--- src/rtl/fetch_queue_if.sv ---
// Handshake bundle between fetch, the fetch queue and decode.
// master: the fetch/decode side driving the queue; slave: the queue itself.
interface fetch_queue_if #(
  parameter int MACHINE_WIDTH = 2,
  parameter int DATA_W        = 64
);
  logic [MACHINE_WIDTH-1:0]        in_valid;
  logic [MACHINE_WIDTH*DATA_W-1:0] in_data;
  logic                            in_ready;
  logic                            out_ready;
  logic [MACHINE_WIDTH-1:0]        out_valid;
  logic [MACHINE_WIDTH*DATA_W-1:0] out_data;

  modport master (
    output in_valid, in_data, out_ready,
    input  in_ready, out_valid, out_data
  );

  modport slave (
    input  in_valid, in_data, out_ready,
    output in_ready, out_valid, out_data
  );
endinterface

--- src/rtl/fetch_queue.sv ---
// Circular instruction buffer between fetch and the decode pipeline register.
// Up to MACHINE_WIDTH entries pushed and popped per cycle, strict FIFO order,
// no bypass: a pushed entry is visible to decode the following cycle.
// A flush from the hazard unit empties the queue and masks the outputs.
module fetch_queue #(
  parameter int MACHINE_WIDTH = 2,
  parameter int DEPTH         = 8,
  parameter int DATA_W        = 64,
  localparam int PTR_W        = $clog2(DEPTH),
  localparam int CNT_W        = $clog2(DEPTH + 1)
) (
  input  logic             clk,
  input  logic             resetn,
  input  logic             flush,
  fetch_queue_if.slave     bus,
  output logic [CNT_W-1:0] count
);

  localparam logic [CNT_W-1:0] DEPTH_C = CNT_W'(DEPTH);
  localparam logic [CNT_W-1:0] MW_C    = CNT_W'(MACHINE_WIDTH);

  // Number of set bits; in_valid is contiguous so this is the push width.
  function automatic logic [CNT_W-1:0] popcount(input logic [MACHINE_WIDTH-1:0] v);
    logic [CNT_W-1:0] n;
    n = {CNT_W{1'b0}};
    for (int i = 0; i < MACHINE_WIDTH; i++) begin
      n = n + CNT_W'(v[i]);
    end
    return n;
  endfunction

  logic [DATA_W-1:0] storage_q [DEPTH];
  logic [PTR_W-1:0]  head_q, head_d;
  logic [PTR_W-1:0]  tail_q, tail_d;
  logic [CNT_W-1:0]  count_q, count_d;

  logic              in_ready_s;
  logic              push_en_s;
  logic [CNT_W-1:0]  push_n_s;
  logic [CNT_W-1:0]  pop_n_s;
  logic [PTR_W-1:0]  wr_idx_s [MACHINE_WIDTH];
  logic [PTR_W-1:0]  rd_idx_s [MACHINE_WIDTH];
  logic [MACHINE_WIDTH-1:0]        out_valid_s;
  logic [MACHINE_WIDTH*DATA_W-1:0] out_data_s;

  // Push/pop amounts and next pointer/occupancy; flush overrides both.
  always_comb begin
    in_ready_s = (DEPTH_C - count_q) >= MW_C;
    push_en_s  = in_ready_s & ~flush;
    if (push_en_s) begin
      push_n_s = popcount(bus.in_valid);
    end else begin
      push_n_s = {CNT_W{1'b0}};
    end
    if (bus.out_ready & ~flush) begin
      pop_n_s = (count_q < MW_C) ? count_q : MW_C;
    end else begin
      pop_n_s = {CNT_W{1'b0}};
    end
    if (flush) begin
      head_d  = {PTR_W{1'b0}};
      tail_d  = {PTR_W{1'b0}};
      count_d = {CNT_W{1'b0}};
    end else begin
      // DEPTH is a power of two, so truncation is the modulo wrap.
      head_d  = head_q + PTR_W'(pop_n_s);
      tail_d  = tail_q + PTR_W'(push_n_s);
      count_d = count_q + push_n_s - pop_n_s;
    end
  end

  // Per-slot write/read addresses and the decode-facing view of the head.
  always_comb begin
    out_valid_s = {MACHINE_WIDTH{1'b0}};
    out_data_s  = {(MACHINE_WIDTH*DATA_W){1'b0}};
    for (int i = 0; i < MACHINE_WIDTH; i++) begin
      wr_idx_s[i] = tail_q + PTR_W'(i);
      rd_idx_s[i] = head_q + PTR_W'(i);
      out_valid_s[i] = (CNT_W'(i) < count_q) & ~flush;
      out_data_s[i*DATA_W +: DATA_W] = storage_q[rd_idx_s[i]];
    end
  end

  // Pointer and occupancy registers.
  always_ff @(posedge clk or negedge resetn) begin
    if (!resetn) begin
      head_q  <= {PTR_W{1'b0}};
      tail_q  <= {PTR_W{1'b0}};
      count_q <= {CNT_W{1'b0}};
    end else begin
      head_q  <= head_d;
      tail_q  <= tail_d;
      count_q <= count_d;
    end
  end

  // Entry storage; contents are don't-care out of reset, so no reset here.
  always_ff @(posedge clk) begin
    for (int i = 0; i < MACHINE_WIDTH; i++) begin
      if (push_en_s && bus.in_valid[i]) begin
        storage_q[wr_idx_s[i]] <= bus.in_data[i*DATA_W +: DATA_W];
      end
    end
  end

  assign bus.in_ready  = in_ready_s;
  assign bus.out_valid = out_valid_s;
  assign bus.out_data  = out_data_s;
  assign count         = count_q;

  fetch_queue_chk #(
    .MACHINE_WIDTH (MACHINE_WIDTH),
    .DEPTH         (DEPTH)
  ) u_chk (
    .clk      (clk),
    .resetn   (resetn),
    .in_valid (bus.in_valid),
    .count    (count_q)
  );

endmodule

// Protocol checks for the fetch queue.
module fetch_queue_chk #(
  parameter int MACHINE_WIDTH = 2,
  parameter int DEPTH         = 8,
  localparam int CNT_W        = $clog2(DEPTH + 1)
) (
  input logic                     clk,
  input logic                     resetn,
  input logic [MACHINE_WIDTH-1:0] in_valid,
  input logic [CNT_W-1:0]         count
);
  localparam logic [MACHINE_WIDTH-1:0] ONE_C   = MACHINE_WIDTH'(1);
  localparam logic [CNT_W-1:0]         DEPTH_C = CNT_W'(DEPTH);

  // in_valid must be a run of ones starting at slot 0.
  a_in_valid_contig: assert property (@(posedge clk) disable iff (!resetn)
    ((in_valid & (in_valid + ONE_C)) == {MACHINE_WIDTH{1'b0}}));

  // Occupancy never exceeds capacity.
  a_count_range: assert property (@(posedge clk) disable iff (!resetn)
    (count <= DEPTH_C));
endmodule

--- src/flat_wrapper.sv ---
// flat-port wrapper written by rule: the top's interface ports become plain ports
module fetch_queue_flat 
#(
  parameter int MACHINE_WIDTH = 2,
  parameter int DEPTH         = 8,
  parameter int DATA_W        = 64,
  localparam int PTR_W        = $clog2(DEPTH),
  localparam int CNT_W        = $clog2(DEPTH + 1)
)
  (clk, resetn, flush, count, bus_in_valid, bus_in_data, bus_out_ready, bus_in_ready, bus_out_valid, bus_out_data);
  fetch_queue_if #(.MACHINE_WIDTH(MACHINE_WIDTH), .DATA_W(DATA_W)) bus_i ();
  input  logic clk;
  input  logic resetn;
  input  logic flush;
  output logic [CNT_W-1:0] count;
  input wire logic [$bits(bus_i.in_valid)-1:0] bus_in_valid;
  input wire logic [$bits(bus_i.in_data)-1:0] bus_in_data;
  input wire logic [$bits(bus_i.out_ready)-1:0] bus_out_ready;
  output wire logic [$bits(bus_i.in_ready)-1:0] bus_in_ready;
  output wire logic [$bits(bus_i.out_valid)-1:0] bus_out_valid;
  output wire logic [$bits(bus_i.out_data)-1:0] bus_out_data;
  assign bus_i.in_valid = bus_in_valid;
  assign bus_i.in_data = bus_in_data;
  assign bus_i.out_ready = bus_out_ready;
  assign bus_in_ready = bus_i.in_ready;
  assign bus_out_valid = bus_i.out_valid;
  assign bus_out_data = bus_i.out_data;
  fetch_queue #(.MACHINE_WIDTH(MACHINE_WIDTH), .DEPTH(DEPTH), .DATA_W(DATA_W)) u_core (.clk(clk), .resetn(resetn), .flush(flush), .bus(bus_i), .count(count));
endmodule
--- config.mk ---
export PLATFORM = sky130hd
export DESIGN_NAME = fetch_queue_flat
export DESIGN_NICKNAME = d
export VERILOG_FILES = /design/src/rtl/fetch_queue_if.sv /design/src/rtl/fetch_queue.sv /design/src/flat_wrapper.sv
export SDC_FILE = /design/constraint.sdc
export NUM_CORES = 1
export LEC_CHECK = 0
export ABC_AREA = 1
export BUFFER_PORTS_ARGS = -buffer_cell sky130_fd_sc_hd__buf_2
export CAP_MARGIN = 20
export CORE_MARGIN = 4
export CORE_UTILIZATION = 35
export CTS_CLUSTER_SIZE = 28
export DETAILED_ROUTE_END_ITERATION = 8
export GPL_TIMING_DRIVEN = 0
export PLACE_DENSITY = 0.47
export SYNTH_ARGS = -nofsm -noshare
export SYNTH_HDL_FRONTEND = slang
export SYNTH_HIERARCHICAL = 1
export SYNTH_SLANG_ARGS = --single-unit
--- constraint.sdc ---
create_clock -name clk -period 7.61 [get_ports clk]
set_input_delay 1.1415 -clock clk [delete_from_list [all_inputs] [get_ports clk]]
set_output_delay 1.1415 -clock clk [all_outputs]
set_load 0.03 [all_outputs]
==> impl_metrics.tcl, run 1 <==
set metrics [dict create \
    status "complete, no violations" \
    setup_viol 0 \
    nFillCells 9484 \
    cts_htree_levels 3 \
    switching_share 0.439 \
    drv_slew 0 \
    clock-skew-final_ps 19.1 \
    cts_resized 0 \
    die_height_um 311 \
    hold_path.class "in -> async" \
    ir_worst_vdd_uv 143 \
    grt.overflow.total 0 \
    grt_pass1_wl_mm 204 \
    critical_path_arrival_ps 4950 \
    antenna_found_initial 16 \
    cp.required_ps 6470 \
    cpPeakStageDelay_ps 670 \
    routabilityCongestion 0.881 \
    synthMuxAreaShare 0 \
    fin_hold_ws_ps 389 \
    holdBufCountCts 0 \
    clockBufferDepth 3 \
    dieArea_um2 96900 \
    cts_tree "done" \
    slowest_stage "clkbuf_1" \
    wl_per_cell_um 24.1 \
    fin_util 0.406 \
    p_clk_frac 0.261 \
    rrSetupSlack_ps 4040 \
    root_buffer "clkbuf_16" \
    reg2reg_from "u_core/count[1]" \
    synth_xor_area_frac 0.000816 \
    clkLatencyLatePin_ps 630 \
    grt_start_max_net_pins 47 \
    critical_path_class "reg -> out" \
    pwr-share-comb 0.421 \
    yosys.area_share.simple 0.275 \
    path_clk_slew_ps 50 \
    pre_cts_ws_ps 2400 \
    drive_gt1_frac 0.104 \
    cts_made_buffers 68 \
    synth_seq_area_share 0.486 \
    cellPowerDensity_nw_per_um2 317 \
    viasPerCell 5.36 \
    synth_nets 4583 \
    synth.avg_cell_area_um2 7.26 \
    yosys_warnings 6 \
    initial_utilization 0.355 \
    first_global_vias 29900 \
    final_nets 4807 \
    r2r_end "u_core/storage_q[7][25]" \
    crit_chain "buf_2, buf_2, buf_2, buf_2, clkbuf_1, o21ai_0, a31oi_1, buf_2" \
    areaGrowthSynthToFinish_pct 14.2 \
    numPortBuffers 139 \
    fin_setup_tns_ps 0 \
    pwr-share-seq 0.318 \
    final_cell_mix "nand2_1, o21ai_0, edfxtp_1" \
    critPathBufInv 6 \
    period_needed_ps 6100 \
    post-cts-setup-buffers 0 \
    synthAdderAreaFrac 0.00715 \
    die_w_um 311 \
    antenna_left 0 \
    max_slew_margin 0.278 \
    endpoint_kind "output pin" \
    synth-compound-area-share 0.153 \
    synth_top_family_by_area "simple AND/OR/NAND/NOR gates" \
    rows 110 \
    cts_sinks 522 \
    drcViolationCount 0 \
    syn_area_um2 32200 \
    internal-power_uw 6530 \
    rsz0062_at_grt "no" \
    p_switching_uw 5110 \
    finalHoldViolCount 0 \
    setup_slack_ps 1510 \
    maxCapViolCount 0 \
    grt_usage 0.283 \
    finalCritPeriodShare 0.801 \
    ios 269 \
    cp_max_fo 10 \
    max_freq_mhz 164 \
    yosysUniqueCellTypes 23 \
    timing.critical_path.mode_cell "buf_2" \
    core-area_um2 90600 \
    r2r_cells 11 \
    total_power_uw 11600 \
    tightest_slew_ps 1080 \
    crit_path_start_kind "flip-flop" \
    drtIter0Drc 3574 \
    path_delay_family "buffers and inverters" \
    drt-pass1-iter-count 6 \
    ys_ff_latch 522 \
    final_common_cell "nand2_1" \
    wirelength_mm 142 \
    num_vias 31500 \
    dpl.hpwl_mm 99.7 \
    leakagePower_uw 0.0158 \
    synth_cells 4433 \
]
cell type report:
| class | instances | area, um^2 | share of cell area |
|---|---|---|---|
| flip-flops and latches | 522 | 15600 | 0.425 |
| multi-input cells | 3313 | 14100 | 0.383 |
| plain buffers | 433 | 1910 | 0.0520 |
| clock buffers | 94 | 1820 | 0.0495 |
| well taps | 1176 | 1470 | 0.0400 |
| repair buffers | 154 | 1020 | 0.0277 |
| inverters | 165 | 619 | 0.0168 |
| clock inverters | 26 | 194 | 0.00528 |
| diodes | 7 | 17.5 | 0.000476 |
synth_stat cells:
cell | count | area share
inv_2 | 4 | 0.00047
ha_1 | 12 | 0.0047
nand4_1 | 8 | 0.0016
xnor2_1 | 1 | 0.00027
clkbuf_2 | 50 | 0.0078
fa_1 | 4 | 0.0025
o21ai_0 | 612 | 0.095
nor2_4 | 8 | 0.0028
nor2_1 | 471 | 0.055
clkbuf_1 | 163 | 0.019
nor3_1 | 10 | 0.0016
nand3_1 | 7 | 0.0011
dfrtp_1 | 10 | 0.0078
xor2_1 | 2 | 0.00054
buf_2 | 178 | 0.028
buf_1 | 42 | 0.0049
o21ai_1 | 31 | 0.0048
nand3_4 | 1 | 0.00054
nand2_1 | 1822 | 0.21
inv_1 | 161 | 0.019
a31oi_1 | 64 | 0.012
edfxtp_1 | 512 | 0.48
a21oi_1 | 260 | 0.040
state kept, by name, summed over array words and instances, names as in the netlist:
name              count
u_core/head_q         3
u_core/count          4
u_core/storage_q    512
u_core/tail_q         3
logic make-up after synthesis:
kind of cell	after synthesis
simple gates	2327
compound gates	967
buf+inv	598
flops	522
fa+ha+maj	16
xor+xnor	3
per-stage QoR:
step           area, um^2  instances
2_1_floorplan       32200       4433
6_report            36800       5890
3_3_place_gp        34300       5748
4_1_cts             36700       5883
5_1_grt             36700       5885
3_5_place_dp        34700       5763
how the worst max path moves through the flow:
stage	start	to	slack (ps)	cells after the start
floorplan	flush	u_core/storage_q[0][0]	3650	7
global placement	flush	u_core/storage_q[7][24]	1500	6
detailed placement	u_core/head_q[0]	bus_out_data[66]	2400	8
CTS	u_core/head_q[0]	bus_out_data[66]	1730	8
global route	u_core/head_q[0]	bus_out_data[66]	1600	8
finish	u_core/head_q[0]	bus_out_data[66]	1510	8
routing by layer:
metal	up-vias	GRT usage	part of all wire
met5	-	0	0.00021
met4	6	0.0924	0.032
met3	233	0.0428	0.086
met2	1510	0.459	0.46
met1	14900	0.388	0.43
li1	14900	-	-
power by group through the flow:
stage	Clock, uW	Sequential, uW	Combinational [uW]
6_report	3040	3700	4900
5_1_grt	3200	3720	5260
4_1_cts	3100	3690	4860
3_5_place_dp	0	3750	4850
3_3_place_gp	0	3800	4770
2_1_floorplan	0	3750	2980
(Power assumes the default switching activity.)
==> inputs of run 2 (changes only) <==
--- a/config.mk
+++ b/config.mk
@@ -5,7 +5,7 @@
 export SDC_FILE = /design/constraint.sdc
 export NUM_CORES = 1
 export LEC_CHECK = 0
-export ABC_AREA = 1
+export ABC_AREA = 0
 export BUFFER_PORTS_ARGS = -buffer_cell sky130_fd_sc_hd__buf_2
 export CAP_MARGIN = 20
 export CORE_MARGIN = 4
@@ -13,7 +13,7 @@
 export CTS_CLUSTER_SIZE = 28
 export DETAILED_ROUTE_END_ITERATION = 8
 export GPL_TIMING_DRIVEN = 0
-export PLACE_DENSITY = 0.47
+export PLACE_DENSITY = 0.48
 export SYNTH_ARGS = -nofsm -noshare
 export SYNTH_HDL_FRONTEND = slang
 export SYNTH_HIERARCHICAL = 1
==> constraint.sdc (replaced) <==
create_clock -name clk -period 5.8 [get_ports clk]
set_input_delay 0.87 -clock clk [delete_from_list [all_inputs] [get_ports clk]]
set_output_delay 0.87 -clock clk [all_outputs]
set_load 0.03 [all_outputs]
==> run 2 against run 1 <==
Effect of this change:
- flip-flop and latch count is the same
- clock-buffer cell count shrank 6
- sequential power grew 31%
- final area shrank 2.0%
- clock power grew 29%
- register-to-register slack lost 2000 ps
- routed wire length shrank 30%
- worst setup slack lost 670 ps
- critical path depth shrank 1
- worst hold slack lost 250 ps
- largest cell class unchanged
==> impl_metrics.tcl, run 2 <==
set metrics [dict create \
    max_freq_mhz 202 \
    finalHoldViolCount 0 \
    maxCapViolCount 0 \
    routabilityCongestion 0.758 \
    synth.avg_cell_area_um2 18.4 \
    setup_viol 0 \
    tightest_slew_ps 1030 \
    ios 269 \
    hold_path.class "in -> async" \
    holdBufCountCts 0 \
    dpl.hpwl_mm 66.2 \
    ys_ff_latch 522 \
    die_w_um 302 \
    yosys-top-cells-area "edfxtp_1, mux4_2, mux2_2" \
    status "complete, no violations" \
    cellPowerDensity_nw_per_um2 395 \
    fin_util 0.422 \
    critical_path_class "reg -> out" \
    clkLatencyLatePin_ps 590 \
    cp_max_fo 10 \
    yosys_warnings 6 \
    areaGrowthSynthToFinish_pct 19.3 \
    period_needed_ps 4950 \
    endpoint_kind "output pin" \
    syn_area_um2 30200 \
    ir_worst_vdd_uv 240 \
    largest_reg_flops 512 \
    post-cts-setup-buffers 0 \
    setup_slack_ps 847 \
    wirelength_mm 99.1 \
    yosysUniqueCellTypes 38 \
    grt.overflow.total 0 \
    final_nets 2167 \
    drive_gt1_frac 0.610 \
    antenna_left 0 \
    num_vias 17800 \
    synth_ff_type "edfxtp_1" \
    critical_path_arrival_ps 4080 \
    cts_made_buffers 67 \
    internal-power_uw 9220 \
    pre_cts_ws_ps 1360 \
    first_global_vias 19700 \
    drt-pass1-iter-count 5 \
    synth_cells 1637 \
    cp.required_ps 4930 \
    viasPerCell 5.54 \
    max_slew_margin 0.314 \
    clock-skew-final_ps 14.6 \
    synth_largest_area_cell "edfxtp_1" \
    path_clk_slew_ps 50 \
    synth_edf_count 512 \
    pwr-share-comb 0.383 \
    leakagePower_uw 0.0119 \
    root_buffer "clkbuf_16" \
    rows 107 \
    drtIter0Drc 1259 \
    switching_share 0.353 \
    antenna_found_initial 20 \
    final_cell_mix "edfxtp_1, mux2_2, buf_2" \
    p_clk_frac 0.276 \
    finalCritPeriodShare 0.854 \
    p_switching_uw 5020 \
    synth_nets 1787 \
    fin_hold_ws_ps 138 \
    cts_sinks 522 \
    grt_pass1_wl_mm 142 \
    wl_per_cell_um 30.8 \
    dieArea_um2 91000 \
    numPortBuffers 267 \
    grt_start_max_net_pins 21 \
    synth_most_common_cell "edfxtp_1" \
    async_reset_ff_frac 0.0192 \
    drcViolationCount 0 \
    synth_top_area_share 0.509 \
    core-area_um2 85400 \
    initial_utilization 0.354 \
    rsz0062_at_grt "no" \
    pwr-share-seq 0.341 \
    drv_slew 0 \
    die_height_um 302 \
    final_common_cell "edfxtp_1" \
    cts_resized 0 \
    cts_htree_levels 3 \
    synthTopCellsByCount "edfxtp_1, mux2_2, mux4_2, mux2_1, clkbuf_1" \
    cts_tree "done" \
    synth_seq_area_share 0.517 \
    grt_usage 0.218 \
    crit_path_start_kind "flip-flop" \
    clockBufferDepth 3 \
]
## run 2: worst paths after layout
check	start	end	slack, ps	depth (start not counted)
max	u_core/head_q[0]	bus_out_data[3]	850	7
max in group asynchronous	resetn	u_core/head_q[2]	5450	1
min in group clk	bus_in_data[27]	u_core/storage_q[7][27]	660	2
min	resetn	u_core/count[3]	140	1
min reg2reg	u_core/head_q[0]	u_core/head_q[0]	730	2
max reg2reg	u_core/count[1]	u_core/storage_q[0][30]	2090	11
## run 2: area by class of cell
type                    count  area (um^2)
diodes                     10         25.0
plain buffers             130          908
inverters                  10         37.5
repair buffers            311         2240
fillers                  7717        49400
clock buffers              88         1840
clock inverters            29          185
well taps                1144         1430
flip-flops and latches    522        15600
multi-input cells         975        13700
## run 2: power groups by stage
stage	clock, uW	combinational (uW)	sequential, uW
floorplan	0	3530	4910
global placement	0	5260	5010
detailed placement	0	5510	4930
CTS	4060	5530	4850
global route	4220	5760	4890
finish	3930	5460	4850
## run 2: critical path, stage by stage (launching register included)
cell and delay, ps:
dfrtp_1 420, clkbuf_1 290, buf_2 430, clkbuf_1 680
clkbuf_1 710, mux4_2 420, mux2_2 330, buf_2 200
## run 2: cell families (layout without fill, tap and decap cells)
group                    after synthesis  in the layout  share of synthesized area
multiplexers                         896            896                      0.430
XOR/XNOR                               8              8                    0.00232
flip-flops                           522            522                      0.517
adder cells (fa/ha/maj)               16             16                    0.00762
buffers and inverters                140            568                     0.0313
other                                  0             10                          0
AND/OR/NAND/NOR                       42             42                    0.00862
AO/OA/AOI/OAI                         13             13                    0.00307
## run 2: per-stage QoR
stage | setup TNS, ps | cell area [um^2] | total power, uW | instances
after floorplan | 0 | 30200 | 8440 | 1637
after global placement | -1830510 | 33000 | 10300 | 3048
after CTS | 0 | 35900 | 14400 | 3205
after detailed placement | 0 | 33900 | 10400 | 3088
final | 0 | 36000 | 14200 | 3219
after global routing | 0 | 36000 | 14900 | 3211
## run 2: per-layer routing
metal,vias to the layer above,global-route usage,routed length (um),share of wire
met5,-,0,110,0.0011
met3,146,0.0430,5970,0.060
li1,7658,-,-,-
met1,9437,0.293,42500,0.43
met4,16,0.0507,2130,0.022
met2,576,0.365,48400,0.49
==> inputs of run 3 (changes only) <==
--- a/config.mk
+++ b/config.mk
@@ -12,7 +12,6 @@
 export CORE_UTILIZATION = 35
 export CTS_CLUSTER_SIZE = 28
 export DETAILED_ROUTE_END_ITERATION = 8
-export GPL_TIMING_DRIVEN = 0
 export PLACE_DENSITY = 0.48
 export SYNTH_ARGS = -nofsm -noshare
 export SYNTH_HDL_FRONTEND = slang
==> constraint.sdc (replaced) <==
create_clock -name clk -period 5.8 [get_ports clk]
set_input_delay 0.87 -clock clk [delete_from_list [all_inputs] [get_ports clk]]
set_output_delay 0.87 -clock clk [all_outputs]
set_load 0.01 [all_outputs]
==> run 3 against run 2 <==
Effect of this change:
- register-to-register slack got worse by 240 ps
- critical path depth is 2 lower
- sequential power rose by 1%
- fmax increased by 12%
- flip-flop and latch count did not move
- die area unchanged
- combinational power down 22%
==> impl_metrics.tcl, run 3 (same netlist as run 2, synthesis figures left out) <==
set metrics [dict create \
    max_slew_margin 0.279 \
    endpoint_kind "output pin" \
    cts_sinks 522 \
    clock-skew-final_ps 11.2 \
    rows 107 \
    cts_resized 0 \
    dpl.hpwl_mm 52.7 \
    post-cts-setup-buffers 0 \
    tightest_slew_ps 1080 \
    crit_path_start_kind "flip-flop" \
    num_vias 17300 \
    p_switching_uw 4130 \
    setup_viol 0 \
    drt-pass1-iter-count 6 \
    r2r_end "u_core/storage_q[7][27]" \
    viasPerCell 5.60 \
    fin_util 0.407 \
    wirelength_mm 92.7 \
    ios 269 \
    drv_slew 0 \
    numPortBuffers 268 \
    finalHoldViolCount 0 \
    grt.overflow.total 0 \
    reg2reg_from "u_core/count[1]" \
    antenna_found_initial 15 \
    max_freq_mhz 226 \
    drtIter0Drc 1157 \
    status "complete, no violations" \
    p_clk_frac 0.310 \
    critical_path_arrival_ps 3560 \
    leakagePower_uw 0.0112 \
    rsz0062_at_grt "no" \
    nFillCells 7819 \
    grt_pass1_wl_mm 134 \
    pwr-share-comb 0.321 \
    areaGrowthSynthToFinish_pct 15.0 \
    grt_usage 0.202 \
    cp_max_fo 37 \
    largest_reg_flops 512 \
    final_cell_mix "edfxtp_1, mux2_2, buf_2" \
    die_height_um 302 \
    maxCapViolCount 0 \
    internal-power_uw 9160 \
    switching_share 0.311 \
    ir_worst_vdd_uv 269 \
    drive_gt1_frac 0.611 \
    top_layer_used "met5" \
    first_global_vias 18800 \
    routed-wl-met2_mm 45.5 \
    die_w_um 302 \
    dieArea_um2 91000 \
    holdBufCountCts 0 \
    cp.required_ps 4930 \
    cts_made_buffers 67 \
    final_common_cell "edfxtp_1" \
    finalCritPeriodShare 0.764 \
    rrSetupSlack_ps 1850 \
    hold_path.class "in -> async" \
    final_nets 2031 \
    wl_met1_mm 40.9 \
    fin_setup_tns_ps 0 \
    cts_tree "done" \
    clkLatencyLatePin_ps 590 \
    antenna_left 0 \
    wl_per_cell_um 30.1 \
    grt_start_max_net_pins 123 \
    routabilityCongestion 0.750 \
    initial_utilization 0.354 \
    path_clk_slew_ps 50 \
    cellPowerDensity_nw_per_um2 383 \
    clockBufferDepth 3 \
    wl_met3_mm 4.65 \
    critical_path_class "reg -> out" \
    period_needed_ps 4430 \
    core-area_um2 85400 \
    drcViolationCount 0 \
    root_buffer "clkbuf_16" \
    cts_htree_levels 3 \
    pwr-share-seq 0.369 \
    r2r_cells 7 \
]
## run 3: changes by cell type in the layout (fill, tap and decap cells not counted), sizes merged
cell | previous run | this run
buf | 402 | 305
bufinv | 2 | 5
clkbuf | 127 | 84
clkinv | 25 | 27
clkinvlp | 0 | 2
diode | 10 | 6
inv | 12 | 10
## run 3: area by class of cell
| cell class | count | area, um^2 | share of cell area |
|---|---|---|---|
| Sequential cell | 522 | 15600 | 0.450 |
| Antenna cell | 6 | 15.0 | 0.000432 |
| Multi-Input combinational cell | 975 | 13800 | 0.397 |
| Clock buffer | 84 | 1870 | 0.0538 |
| Timing Repair Buffer | 305 | 1670 | 0.0480 |
| Tap cell | 1144 | 1430 | 0.0412 |
| Clock inverter | 34 | 284 | 0.00818 |
| Inverter | 10 | 37.5 | 0.00108 |
## run 3: critical path: stages (launching register included)
cell and delay (ps):
dfrtp_4 690, buf_4 580, buf_4 590, mux4_2 580, mux2_2 300, buf_2 150
## run 3: layer usage
metal | track usage | up-vias
li1 | - | 7382
met1 | 0.276 | 9313
met2 | 0.339 | 445
met3 | 0.0367 | 99
met4 | 0.0440 | 12
met5 | 0 | -
## run 3: power groups by stage
stage	Clock (uW)	Combinational [uW]	Sequential, uW
finish	4120	4270	4910
global route	4400	4570	4950
CTS	4250	4380	4910
detailed placement	0	4350	4980
global placement	0	4340	4970
floorplan	0	2780	4890
## run 3: through the flow
| stage | worst slack (ps) | std cells | power, uW | instance area, um^2 | hold slack [ps] |
|---|---|---|---|---|---|
| after floorplan | 819 | 1637 | 7670 | 30200 | 574 |
| after global placement | 1800 | 2956 | 9310 | 32600 | 687 |
| after detailed placement | 1720 | 2956 | 9340 | 32600 | 688 |
| after CTS | 1240 | 3074 | 13500 | 34700 | 108 |
| after global routing | 1110 | 3077 | 13900 | 34700 | 134 |
| final | 1370 | 3080 | 13300 | 34700 | 144 |
## run 3: worst max path at each step
| stage | from | slack, ps | cells past startpoint | end |
|---|---|---|---|---|
| 6_report | u_core/head_q[0] | 1370 | 5 | bus_out_data[113] |
| 5_1_grt | u_core/head_q[0] | 1110 | 5 | bus_out_data[91] |
| 4_1_cts | u_core/head_q[0] | 1240 | 5 | bus_out_data[113] |
| 3_5_place_dp | flush | 1720 | 5 | u_core/storage_q[3][57] |
| 3_3_place_gp | flush | 1800 | 5 | u_core/storage_q[3][56] |
| 2_1_floorplan | u_core/count[1] | 820 | 5 | u_core/storage_q[6][0] |
